File: config.mk
export PLATFORM = sky130hd
export DESIGN_NAME = mac_pipeline_multi
export DESIGN_NICKNAME = d
export VERILOG_FILES = /design/src/rtl/mac_pipeline_multi_pkg.sv /design/src/rtl/mac_lane.sv /design/src/rtl/mac_pipeline_multi.sv
export SDC_FILE = /design/constraint.sdc
export NUM_CORES = 1
export LEC_CHECK = 0
export ABC_AREA = 1
export BUFFER_PORTS_ARGS = -buffer_cell sky130_fd_sc_hd__buf_4
export CAP_MARGIN = 25
export CORE_AREA = 2 2 151 153
export CTS_BUF_LIST = sky130_fd_sc_hd__clkbuf_4
export DETAILED_ROUTE_END_ITERATION = 10
export DIE_AREA = 0 0 153 155
export GPL_TIMING_DRIVEN = 0
export HOLD_SLACK_MARGIN = 0.1
export PLACE_DENSITY = 0.8
export SLEW_MARGIN = 20
export SYNTH_ARGS = -nofsm -noshare
export SYNTH_HDL_FRONTEND = slang
export SYNTH_SLANG_ARGS = --single-unit
File: constraint.sdc
create_clock -name clk -period 9.1 [get_ports clk]
set_input_delay 1.365 -clock clk [delete_from_list [all_inputs] [get_ports clk]]
set_output_delay 1.365 -clock clk [all_outputs]
set_load 0.01 [all_outputs]
File: src/rtl/mac_pipeline_multi_pkg.sv
// Shared parameters and stage-1 control bundle for the mac_pipeline_multi MAC block.
package mac_pipeline_multi_pkg;

    localparam int unsigned DEF_DATA_WIDTH     = 8;
    localparam int unsigned DEF_GUARD_BITS     = 4;
    localparam int unsigned DEF_LANES          = 2;
    localparam int unsigned DEF_DATA_OUT_WIDTH = 2 * DEF_DATA_WIDTH + DEF_GUARD_BITS;

    // Control bits piped alongside each sample into stage 2.
    typedef struct packed {
        logic valid;
        logic first;
        logic last;
        logic mode;
    } ctrl_t;

endpackage

File: src/rtl/mac_lane.sv
// One MAC lane: stage-1 product/C registers, stage-2 accumulator and result register.
// Saturation and the sticky overflow flag exist only when MAC_SATURATE_EN is defined.
module mac_lane
    import mac_pipeline_multi_pkg::*;
#(
    parameter  int unsigned DATA_WIDTH = DEF_DATA_WIDTH,
    parameter  int unsigned GUARD_BITS = DEF_GUARD_BITS,
    localparam int unsigned OUT_WIDTH  = 2 * DATA_WIDTH + GUARD_BITS
) (
    input  logic                  clk,
    input  logic                  reset,
    input  logic                  in_valid,
    input  logic [DATA_WIDTH-1:0] a,
    input  logic [DATA_WIDTH-1:0] b,
    input  logic [DATA_WIDTH-1:0] c,
    input  ctrl_t                 s1_ctrl,
    output logic [OUT_WIDTH-1:0]  data_out,
    output logic                  overflow
);

    localparam int unsigned PROD_WIDTH = 2 * DATA_WIDTH;

    logic [PROD_WIDTH-1:0] prod_q, prod_d;
    logic [DATA_WIDTH-1:0] c_q, c_d;
    logic [OUT_WIDTH-1:0]  acc_q, acc_d;
    logic [OUT_WIDTH-1:0]  dout_q, dout_d;
    logic [OUT_WIDTH-1:0]  base;
    logic [OUT_WIDTH-1:0]  sum;
    logic                  emit;

    // Stage 1 captures operands only on a valid sample.
    always_comb begin
        prod_d = prod_q;
        c_d    = c_q;
        if (in_valid) begin
            prod_d = PROD_WIDTH'(a) * PROD_WIDTH'(b);
            c_d    = c;
        end
    end

    // Framed samples without a first flag continue the running sum; all others seed with C.
    always_comb begin
        emit = s1_ctrl.valid & (~s1_ctrl.mode | s1_ctrl.last);
        base = (s1_ctrl.mode & ~s1_ctrl.first) ? acc_q : OUT_WIDTH'(c_q);
    end

`ifdef MAC_SATURATE_EN
    localparam int unsigned SUM_WIDTH = OUT_WIDTH + 1;

    logic [SUM_WIDTH-1:0] sum_wide;
    logic                 ovf_q, ovf_d;

    always_comb begin
        sum_wide = SUM_WIDTH'(base) + SUM_WIDTH'(prod_q);
        sum      = sum_wide[SUM_WIDTH-1] ? '1 : sum_wide[OUT_WIDTH-1:0];
        ovf_d    = ovf_q;
        if (s1_ctrl.valid && sum_wide[SUM_WIDTH-1]) begin
            ovf_d = 1'b1;
        end
    end

    always_ff @(posedge clk) begin
        if (reset) begin
            ovf_q <= 1'b0;
        end else begin
            ovf_q <= ovf_d;
        end
    end

    assign overflow = ovf_q;
`else
    always_comb begin
        sum = base + OUT_WIDTH'(prod_q);
    end

    assign overflow = 1'b0;
`endif

    // Accumulator follows every valid sample; the visible result only changes when emitted.
    always_comb begin
        acc_d  = acc_q;
        dout_d = dout_q;
        if (s1_ctrl.valid) begin
            acc_d = sum;
            if (emit) begin
                dout_d = sum;
            end
        end
    end

    always_ff @(posedge clk) begin
        if (reset) begin
            prod_q <= '0;
            c_q    <= '0;
            acc_q  <= '0;
            dout_q <= '0;
        end else begin
            prod_q <= prod_d;
            c_q    <= c_d;
            acc_q  <= acc_d;
            dout_q <= dout_d;
        end
    end

    assign data_out = dout_q;

endmodule

File: src/rtl/mac_pipeline_multi.sv
// Multi-lane two-stage MAC with per-sample and framed accumulation modes.
// Define MAC_SATURATE_EN to clamp on overflow and drive the sticky overflow flags.
module mac_pipeline_multi
    import mac_pipeline_multi_pkg::*;
#(
    parameter  int unsigned DATA_WIDTH     = DEF_DATA_WIDTH,
    parameter  int unsigned GUARD_BITS     = DEF_GUARD_BITS,
    parameter  int unsigned LANES          = DEF_LANES,
    localparam int unsigned DATA_OUT_WIDTH = 2 * DATA_WIDTH + GUARD_BITS
) (
    input  logic                          clk,
    input  logic                          reset,
    input  logic                          in_valid,
    input  logic                          in_first,
    input  logic                          in_last,
    input  logic                          acc_mode,
    input  logic [LANES*DATA_WIDTH-1:0]   A,
    input  logic [LANES*DATA_WIDTH-1:0]   B,
    input  logic [LANES*DATA_WIDTH-1:0]   C,
    output logic [LANES*DATA_OUT_WIDTH-1:0] DATA_OUT,
    output logic                          out_valid,
    output logic [LANES-1:0]              overflow
);

    ctrl_t ctrl_q, ctrl_d;
    logic  out_valid_q, out_valid_d;

    // Control pipeline shared by every lane; per-sample results always emit, framed only on last.
    always_comb begin
        ctrl_d.valid = in_valid;
        ctrl_d.first = in_first;
        ctrl_d.last  = in_last;
        ctrl_d.mode  = acc_mode;
        out_valid_d  = ctrl_q.valid & (~ctrl_q.mode | ctrl_q.last);
    end

    always_ff @(posedge clk) begin
        if (reset) begin
            ctrl_q      <= '0;
            out_valid_q <= 1'b0;
        end else begin
            ctrl_q      <= ctrl_d;
            out_valid_q <= out_valid_d;
        end
    end

    assign out_valid = out_valid_q;

    for (genvar i = 0; i < int'(LANES); i++) begin : g_lane
        mac_lane #(
            .DATA_WIDTH (DATA_WIDTH),
            .GUARD_BITS (GUARD_BITS)
        ) u_lane (
            .clk      (clk),
            .reset    (reset),
            .in_valid (in_valid),
            .a        (A[i*DATA_WIDTH +: DATA_WIDTH]),
            .b        (B[i*DATA_WIDTH +: DATA_WIDTH]),
            .c        (C[i*DATA_WIDTH +: DATA_WIDTH]),
            .s1_ctrl  (ctrl_q),
            .data_out (DATA_OUT[i*DATA_OUT_WIDTH +: DATA_OUT_WIDTH]),
            .overflow (overflow[i])
        );
    end

endmodule

==> results_dict.tcl <==
set metrics [dict create \
    outcome "completed" \
    drt_iter0_drc 871 \
    synthTopCellsByCount "435 x nand2_1, 428 x inv_1, 204 x nor2_1" \
    hold_class "reg2reg" \
    synthArstFlopShare_pct 0 \
    r2r_slack_ns 6.10 \
    fin_tns_setup_ns 0 \
    ant_nets 0 \
    cts_sinks 133 \
    grt_pass1_wl_mm 51.2 \
    rows 55 \
    clock_latency_ns 0.56 \
    path_cells "clkbuf_1, nand2_1, fa_1, fa_1, inv_1, fa_1, inv_1, fa_1, inv_1, ha_1, a21oi_1, inv_1, o21ai_0, nand3_1, nand2_1, nand2_1, o21ai_0, inv_1" \
    gp_congestion 0.934 \
    synth_cells 1843 \
    slew_headroom_pct 47.2 \
    cts_buffers 17 \
    dp_hpwl_mm 25.3 \
    grt_max_degree 17 \
    synthMuxAreaShare_pct 0 \
    synth-compound-area-share_pct 9.55 \
    synth-seq-area-share_pct 22.2 \
    max_cap_viol_count 0 \
    cp_num_buf_inv 6 \
    dpl_worst_slack_ns 3.80 \
    ir_drop_mv 0.0810 \
    rr_endpoint "g_lane[1].u_lane.acc_q[16]" \
    antenna_found_initial 1 \
    cp_data_arrival_time_ns 5.18 \
    synth_most_common_cell "nand2_1" \
    fin_skew_ns 0.0181 \
    drt_wl_total_mm 31.1 \
    ys_seq_elements 133 \
    synth.avg_cell_area_um2 6.51 \
    cts-resized-gates 0 \
    r2r_start "ctrl_q[0]" \
    cts_tree "done" \
    crit_path_top_delay_cell "fa_1" \
    hold_depth 2 \
    end_kind "register" \
    synth_fa_ha_area_share_pct 23.2 \
    hold_viol 0 \
    syn_to_final_growth_pct 9.27 \
    hold_start "g_lane[0].u_lane.data_out[2]" \
    cts_hold_buf 0 \
    power_density_nw_per_um2 167 \
    portBuffers 61 \
    final.min_clock_period_ns 4.72 \
    synth_edf_count 0 \
    hold_path_end "g_lane[0].u_lane.data_out[2]" \
    wl_per_cell_um 14.0 \
    synthXorXnorAreaFrac_pct 1.61 \
    critPathMaxStageDelay_ns 0.54 \
    worstSetupPathType "in2reg" \
    worst-path-max-fanout 8 \
    p_leak_nw 7.72 \
    synth-simple-area-share_pct 27.1 \
    setup_viol 0 \
    nets 2156 \
    yosysTopAreaCell "dfxtp_1" \
    grt_overflow 0 \
    cts_max_path_buffers 2 \
    vias 11240 \
    yosys-top-cells-area "dfxtp_1 22%, nand2_1 14%, inv_1 13%" \
    cts-root-buf "clkbuf_4" \
    mappedNetlistArea_um2 12000 \
    yosysTopAreaCellShare_pct 22.2 \
    start_util_pct 54.0 \
    fp.coreArea_um2 22200 \
    crit_path_frequent_cell "inv_1" \
    cp-start-kind "primary input" \
    die-area_um2 23700 \
    dieWidth_um 153 \
    grt_use_total_pct 26.4 \
    drt_first_pass_iters 5 \
    drive_gt1_share_pct 7.07 \
    ys_warn_count 0 \
    die_h_um 155 \
    max_freq_mhz 212 \
    synthFlopType "dfxtp_1" \
    cp_data_required_time_ns 9.56 \
    grt_pass1_vias 10699 \
    period_share_pct 51.8 \
    viasPerCell 5.06 \
    reg2reg_depth 17 \
    worst_pin_slew_ns 0.793 \
    clkSlewWorstSetupHoldPaths_ns 0.11 \
    crit_family "adder cells" \
    htree_levels 4 \
    postCtsSetupBuffers 0 \
    io_pins 97 \
    slew_violations 0 \
    cp_num_cells 18 \
    drc 0 \
    rsz0062_at_grt "false" \
    synth.distinct_cells 40 \
    fin_ws_ns 4.38 \
    synth_top_family_by_area "simple AND/OR/NAND/NOR gates" \
]
-- flip-flops by register name, indices dropped and copies added, names as in the netlist --
signal and count:
g_lane.u_lane.acc_q 40, out_valid 1, g_lane.u_lane.prod_q 32, ctrl_q 4
g_lane.u_lane.data_out 40, g_lane.u_lane.c_q 16
-- power by group --
group | total, mW | switching, mW | internal (mW) | leakage, nW
clock network | 0.415 | 0.228 | 0.186 | 0.148
registers | 0.694 | 0.0481 | 0.646 | 1.10
logic | 1.09 | 0.680 | 0.406 | 6.47
-- per-stage QoR --
stage               util [%]  hold WS (ns)  total power, mW  cell area [um2]  instances
finish                  59.0         0.474             2.19            13100       2223
global route            59.0         0.511             2.39            13100       2223
CTS                     59.0         0.474             2.20            13100       2222
detailed placement      57.7         0.458             1.78            12800       2190
global placement        57.7         0.454             1.76            12800       2190
floorplan                  -         0.449             1.51            12000       1844
-- layout make-up --
cell class,instances,area [um2]
plain buffers,77,334
fillers,2159,9120
diodes,1,2.50
well taps,285,357
flip-flops and latches,133,2660
clock inverters,15,164
repair buffers,61,458
clock buffers,17,128
inverters,431,1620
multi-input cells,1203,7390
-- cells by family after synthesis --
family	Yosys count
compound gates	205
xor+xnor	22
fa+ha+maj	178
buf+inv	508
flops	133
other cells	1
simple gates	796
-- worst register-to-register path, cell delays in order (launching register included) --
cell and delay, ns:
dfxtp_1 0.47, nand2_4 0.15, buf_2 0.24, buf_2 0.24, nand2_1 0.12, nand2_1 0.07
ha_1 0.25, fa_1 0.41, nand3_1 0.15, nand3_1 0.13, nand2_1 0.11, nand2_1 0.12
nand3_1 0.14, nand2_1 0.06, nand2_1 0.08, nand3_1 0.07, nand2_1 0.07, inv_1 0.04
-- per-layer routing --
| metal | track usage (%) | vias to the layer above | wire [um] |
|---|---|---|---|
| li1 | - | 5718 | - |
| met2 | 46.1 | 377 | 14500 |
| met3 | 2.90 | 57 | 1920 |
| met1 | 34.2 | 5088 | 13800 |
| met4 | 9.44 | 0 | 839 |
| met5 | 0 | - | 0 |
-- cell usage in the layout (no fill, tap or decap), types with 3 or more instances in the layout --
cell type | Yosys | routed
nor2_1 | 204 | 204
o21bai_1 | 4 | 4
o211ai_2 | 7 | 7
clkbuf_4 | 0 | 17
buf_1 | 8 | 8
o211ai_1 | 10 | 10
xnor2_1 | 10 | 10
clkinv_4 | 0 | 3
buf_4 | 3 | 64
nand4_1 | 10 | 10
dfxtp_1 | 133 | 133
bufinv_16 | 0 | 3
a31oi_1 | 4 | 4
o21ai_0 | 85 | 85
or2_2 | 5 | 5
clkbuf_1 | 49 | 49
inv_1 | 428 | 428
fa_1 | 74 | 74
nor3_2 | 4 | 4
a21o_1 | 3 | 3
nand3_1 | 125 | 125
buf_2 | 15 | 15
clkinv_1 | 1 | 5
nand2_1 | 435 | 435
clkinvlp_4 | 0 | 3
ha_1 | 104 | 104
nor2_2 | 3 | 3
xor2_1 | 12 | 12
a21oi_1 | 86 | 86
-- how the worst max path moves through the flow --
stage                                        endpoint  startpoint  slack, ns
final                     g_lane[0].u_lane.prod_q[12]        B[3]       4.38
after global routing      g_lane[0].u_lane.prod_q[14]        B[2]       4.06
after detailed placement  g_lane[0].u_lane.prod_q[12]        B[2]       3.80
after floorplan           g_lane[0].u_lane.prod_q[12]        B[2]       4.17
after global placement    g_lane[1].u_lane.prod_q[14]       B[10]       3.83
after CTS                 g_lane[1].u_lane.prod_q[14]       B[10]       4.40
No activity file was read; power rests on OpenSTA's default activity.
